### src/rtl/rr_arbiter_4.sv
// Round-robin arbiter for 4 requesters: registered one-hot grant plus its
// encoded index, held until done, owner request drop, or hold timeout.
module rr_arbiter_4 #(
  parameter int unsigned MAX_HOLD = 16,
  parameter int unsigned CNT_W    = 5
) (
  input  logic       clk,
  input  logic       rst_n,
  input  logic [3:0] req,
  input  logic       done,
  output logic [3:0] gnt,
  output logic [1:0] gnt_id,
  output logic       gnt_vld
);

  typedef enum logic {
    ST_IDLE  = 1'b0,
    ST_GRANT = 1'b1
  } state_t;

  localparam logic [CNT_W-1:0] HOLD_LAST  = CNT_W'((MAX_HOLD == 0) ? 0 : MAX_HOLD - 1);
  localparam bit               TIMEOUT_EN = (MAX_HOLD != 0);

  state_t           r_state;
  logic [3:0]       r_gnt;
  logic [1:0]       r_gnt_id;
  logic             r_gnt_vld;
  logic [1:0]       r_ptr;
  logic [CNT_W-1:0] r_hold_cnt;

  logic [1:0]       w_sel;
  logic [1:0]       w_idx;
  logic             w_timeout;
  logic             w_release;

  // Scan from the highest offset down so the closest requester to r_ptr wins.
  always_comb begin
    w_sel = r_ptr;
    w_idx = r_ptr;
    for (int i = 3; i >= 0; i--) begin
      w_idx = r_ptr + 2'(i);
      if (req[w_idx]) begin
        w_sel = w_idx;
      end
    end
  end

  assign w_timeout = TIMEOUT_EN && (r_hold_cnt == HOLD_LAST);
  assign w_release = done | ~req[r_gnt_id] | w_timeout;

  always_ff @(posedge clk or negedge rst_n) begin
    if (!rst_n) begin
      r_state    <= ST_IDLE;
      r_gnt      <= '0;
      r_gnt_id   <= '0;
      r_gnt_vld  <= 1'b0;
      r_ptr      <= '0;
      r_hold_cnt <= '0;
    end else begin
      case (r_state)
        ST_IDLE: begin
          if (|req) begin
            r_gnt      <= 4'b0001 << w_sel;
            r_gnt_id   <= w_sel;
            r_gnt_vld  <= 1'b1;
            r_hold_cnt <= '0;
            r_state    <= ST_GRANT;
          end
        end
        ST_GRANT: begin
          // Any combination of release causes counts once; gnt_id is kept.
          if (w_release) begin
            r_gnt     <= '0;
            r_gnt_vld <= 1'b0;
            r_ptr     <= r_gnt_id + 2'd1;
            r_state   <= ST_IDLE;
          end else begin
            r_hold_cnt <= r_hold_cnt + CNT_W'(1);
          end
        end
        default: r_state <= ST_IDLE;
      endcase
    end
  end

  assign gnt     = r_gnt;
  assign gnt_id  = r_gnt_id;
  assign gnt_vld = r_gnt_vld;

endmodule

### config.mk
export PLATFORM = sky130hd
export DESIGN_NAME = rr_arbiter_4
export DESIGN_NICKNAME = d
export VERILOG_FILES = /design/src/rtl/rr_arbiter_4.sv
export SDC_FILE = /design/constraint.sdc
export NUM_CORES = 1
export LEC_CHECK = 0
export ABC_AREA = 1
export BUFFER_PORTS_ARGS = -buffer_cell sky130_fd_sc_hd__clkbuf_2
export CAP_MARGIN = 25
export CORE_MARGIN = 1
export CORE_UTILIZATION = 45
export DETAILED_ROUTE_END_ITERATION = 8
export GPL_ROUTABILITY_DRIVEN = 0
export PLACE_DENSITY = 0.62
export SYNTH_ARGS = -nofsm -noshare
export SYNTH_HDL_FRONTEND = slang
export SYNTH_SLANG_ARGS = --single-unit
### constraint.sdc
create_clock -name clk -period 2.1 [get_ports clk]
set_input_delay 0.105 -clock clk [delete_from_list [all_inputs] [get_ports clk]]
set_output_delay 0.105 -clock clk [all_outputs]
set_load 0.02 [all_outputs]
-- Yosys cells after proc, flatten, opt, wreduce, memory -nomap -nowiden
Index checks and enable logic that the tools add are counted.
- input bits: 7
- output and inout bits: 7
- register bits: 15
- logic and storage cells: 56
- $lt $le $gt $ge: 5
- mux-type cells: 26
- add/subtract/negate cells: 5
- shifts and indexed selects: 1
- reduce and logical (&&, ||, !) cells: 5
- bitwise operators: 4
- equality and inequality tests: 4
- operators by type and width (cell ; count):
    2-bit by 3-bit < comparator with 1-bit output (second input constant) ; 5
    1-bit binary-select mux with 2-bit select ; 5
    5-bit two-way mux ; 2
    5-bit one-hot mux with 2 select lines ; 1
    1-bit two-way mux ; 9
    2-bit two-way mux ; 4
    4-bit two-way mux ; 2
    4-bit one-hot mux with 2 select lines ; 1
    2-bit AND reduction ; 4
    5-bit by 1-bit adder with 5-bit output (second input constant) ; 1
    5-bit by 4-bit == test with 1-bit output (second input constant) ; 1
    2-bit by 1-bit adder with 2-bit output (second input constant) ; 2
    2-bit adder (second input constant) ; 2
    2-bit inequality test (second input constant) ; 2
    1-bit one-hot mux with 2 select lines ; 2
    4-bit OR reduction ; 1
    1-bit by 2-bit left shift with 4-bit output (first input constant) ; 1
    2-bit by 1-bit inequality test with 1-bit output (second input constant) ; 1
    1-bit NOT ; 2
    1-bit OR ; 2

-- Longest topological paths before layout
- depth in word-level cells: 10
- gate-level depth with buffers: 12
- depth with buffers taken out: 12

-- Worst setup path before layout
No wires, ideal clock.
- kind: register to register
- start point: reg r_hold_cnt[0]
- end point: reg r_hold_cnt[1]
- buffers on the path: 0
- setup time: 0.121 ns
- setup slack: 0.469 ns
- clock period less this slack: 1.631 ns
- data required time: 1.979 ns
- stages on the path, launching flop included: 10
- data arrival time: 1.510 ns
- cells stage by stage: dfrtp_1 > ha_1 > nand2_1 > nor2_1 > ha_1 > nor2_1 > nand4_2 > inv_2 > nor2_2 > a22o_1
- longest elaborated chain between the ends: 4
- elaborated cells on any way between the ends: 7
- those cells by class: 1 x add/sub; 2 x eq/ne; 2 x mux; 1 x bitwise; 1 x reduce/logical
- ends and longest elaborated chain (element ; RTL line ; source):
    start: declaration ; 29 ; logic [CNT_W-1:0] r_hold_cnt;
    start signal: assignment ; 78 ; r_hold_cnt <= r_hold_cnt + CNT_W'(1);
    parallel branches: the longest is 4 deep, another holds 5-bit by 1-bit adder with 5-bit output ; n/a ;
Parallel ways; which one is timed is not known. The select of a mux whose other input is x is not followed.
A chain may end at the register's enable or synchronous reset.

-- Final worst setup path
Same ends and word-level chain as after synthesis.

==> reports/results.ini <==
[run_status]
status = finished, final reports clean

[timing]
slew_viol_final = 0
post-route-min-period_ps = 1790
rsz0062_at_grt = no
final-setup-viol-count = 0
hold_slack_ps = 229
clock.fmax_mhz = 559
finalCritPeriodShare = 0.852
finClkSkew_ps = 6.78
relSlewSlack = 0.730
worst_slew_pin_slew_ps = 404
hold_violations = 0
fin_tns_setup_ps = 0
setup_slack_ps = 312

[die]
core-area_mm2 = 0.00198
die_area_mm2 = 0.00230
ioPinCount = 14
die_y_um = 47.9
fp-row-count = 16
initial_core_util = 0.479
die_x_um = 47.9

[critical_path]
cp-start-kind = register
endpoint_kind = register
r2r_slack_ps = 310
cp_max_fo = 5
worstRegToRegCells = 9
slowest_stage = dfrtp_1
reg2reg_from = r_hold_cnt[0]$_DFFE_PN0P_
cp_cell_sequence = ha_1 -> nand2_1 -> nor2_1 -> ha_1 -> nor2_1 -> nand4_2 -> inv_2 -> nor2_2 -> a22o_1
cp_data_required_time_ps = 2280
worstPathArrival_ps = 1970
critPathMaxStageDelay_ps = 420
worstSetupPathType = register to register
r2r-end = r_hold_cnt[1]$_DFFE_PN0P_

[clocking]
clockBufferDepth = 2
clock_latency_ps = 280
htreeDepth = 1
cts_tree = yes
clock_sinks = 15
cts.clk_slew.worst_paths_ps = 90
cts_root_buf = clkbuf_4
cts-buffers-inserted = 3
post_cts_buffers = 0

[synth]
synth_area_per_cell_um2 = 7.48
syn_area_um2 = 950
synth_cell_type_count = 22
netlist.area_leader.share = 0.395
synthCells = 127
seq_area_frac_synth = 0.395
synth_top_cells_by_area = dfrtp_1 40%, nand2_1 18%, nand3_1 6.9%
synth_seq_cells = 15
yosysTopAreaCell = dfrtp_1
synth_nets = 136
ys_warn_count = 0

[final_layout]
areaGrowthSynthToFinish_pct = 13.0
postLayoutCoreUtil = 0.542
layout.nets = 154
regArea_um2 = 375
fillers = 203
antenna_cells = 0
drive_above_1_share = 0.292
multi_input_area_um2 = 493
stdcell_area_mm2 = 0.00107
fin_cells = 171

[global_routing]
grt_overflow = 0
grt_first_pass_wirelength_um = 2830
grt_pass1_vias = 683
grt_max_degree = 16
grt_usage = 0.177
antenna_found_initial = 0

[power]
power.leakage_nw = 0.586
p_total_mw = 1.63
peakVddDrop_v = 0.000832
powerDensity_mw_per_mm2 = 1510

[placed_design]
dp_cells = 166
port-buffer-count = 13
place_area_mm2 = 0.00104
dp.final_hpwl_um = 1510
post-place-ws_ps = 328

[worst_hold_path]
holdPathEnd = r_hold_cnt[0]$_DFFE_PN0P_
holdPathStages = 4
hold_start = done
hold_path.class = input port to register

[detailed_routing]
drc = 0
drt-initial-drc-count = 7
first_pass_iters = 4
post_drt_wl_per_cell_um = 10.7
routed_wl_um = 1830
num_vias = 836
drt-vias-per-instance = 4.89
antenna_left = 0

[flow_run]
maxCapViolations = 0

-- kinds of logic after synthesis --
family / share of synthesized area
AOI/OAI and AO/OA: 0.104
xor gates and xnor gates: 0.0277
and+or+nand+nor: 0.361
DFF: 0.395
adders and majority gates: 0.0263
buffers and inverters: 0.0856
-- state kept, by name (all words and copies together), names as in the netlist --
| signal | count |
|---|---|
| r_state | 1 |
| gnt_id | 2 |
| r_hold_cnt | 5 |
| gnt_vld | 1 |
| r_ptr | 2 |
| gnt | 4 |
-- layout by cell type, fill, tap and decap left out --
master	count
xnor2_1	2
xor2_1	1
o21ai_0	2
a21oi_1	2
clkbuf_1	1
nand3_2	1
dlygate4sd3_1	1
o21ai_1	4
nor2_2	2
o22ai_2	2
a41oi_2	1
inv_1	10
ha_1	2
nand2_1	46
inv_2	6
nor2_1	2
dfrtp_1	15
a22o_1	1
nand3_1	13
clkbuf_4	3
clkinv_2	2
nand4_2	1
clkbuf_2	13
o21ai_2	1
nand2_2	10
-- worst max-delay path: cells and delay by family, from the launching register on --
| family | cells | cell delay, ps |
|---|---|---|
| AOI/OAI and AO/OA | 1 | 200 |
| adders and majority gates | 2 | 400 |
| buffers and inverters | 1 | 110 |
| DFF | 1 | 420 |
| and+or+nand+nor | 5 | 550 |
-- synth_stat cells --
master and n:
dfrtp_1 15, ha_1 2, o21ai_2 1, nor2_1 2
nand2_2 10, buf_6 1, nand3_1 13, a21oi_1 2
a22o_1 1, inv_1 10, clkinv_2 2, o22ai_2 2
xnor2_1 2, a41oi_2 1, o21ai_1 4, xor2_1 1
o21ai_0 2, nor2_2 2, nand2_1 46, inv_2 6
nand3_2 1, nand4_2 1
-- power by group --
part	internal, mW	total [mW]	leakage (nW)	switching [mW]
Combinational	0.327	0.945	0.378	0.618
Sequential	0.386	0.519	0.193	0.132
Clock	0.0737	0.163	0.0150	0.0889
-- worst max path at each step --
| stage | start | endpoint | slack, ps | cells past startpoint |
|---|---|---|---|---|
| 5_1_grt | r_hold_cnt[0]$_DFFE_PN0P_ | r_hold_cnt[1]$_DFFE_PN0P_ | 140 | 9 |
| 2_1_floorplan | r_hold_cnt[0]$_DFFE_PN0P_ | r_hold_cnt[1]$_DFFE_PN0P_ | 470 | 9 |
| 3_3_place_gp | r_hold_cnt[0]$_DFFE_PN0P_ | r_hold_cnt[1]$_DFFE_PN0P_ | 370 | 9 |
| 3_5_place_dp | r_hold_cnt[0]$_DFFE_PN0P_ | r_hold_cnt[1]$_DFFE_PN0P_ | 330 | 9 |
| 6_report | r_hold_cnt[0]$_DFFE_PN0P_ | r_hold_cnt[1]$_DFFE_PN0P_ | 310 | 9 |
| 4_1_cts | r_hold_cnt[0]$_DFFE_PN0P_ | r_hold_cnt[1]$_DFFE_PN0P_ | 310 | 9 |
-- per-layer routing --
layer,global-route usage,vias to the layer above,part of all wire
met3,0.0340,2,0.025
met2,0.273,12,0.46
met4,0.0500,0,0.0033
met1,0.252,387,0.51
met5,0,-,0
li1,-,435,-
-- repair_timing --
action	4_1_cts	5_1_grt
hold buffers	1	0
gates resized for setup	0	0
hold endpoints to repair	15	0
-- final cells by class --
cell class / instances / share of cell area
Timing Repair Buffer: 14 / 0.0699
Clock buffer: 4 / 0.0245
Sequential cell: 15 / 0.350
Multi-Input combinational cell: 93 / 0.459
Tap cell: 27 / 0.0315
Inverter: 18 / 0.0653
Note: power is estimated with default switching activity, not from simulation.
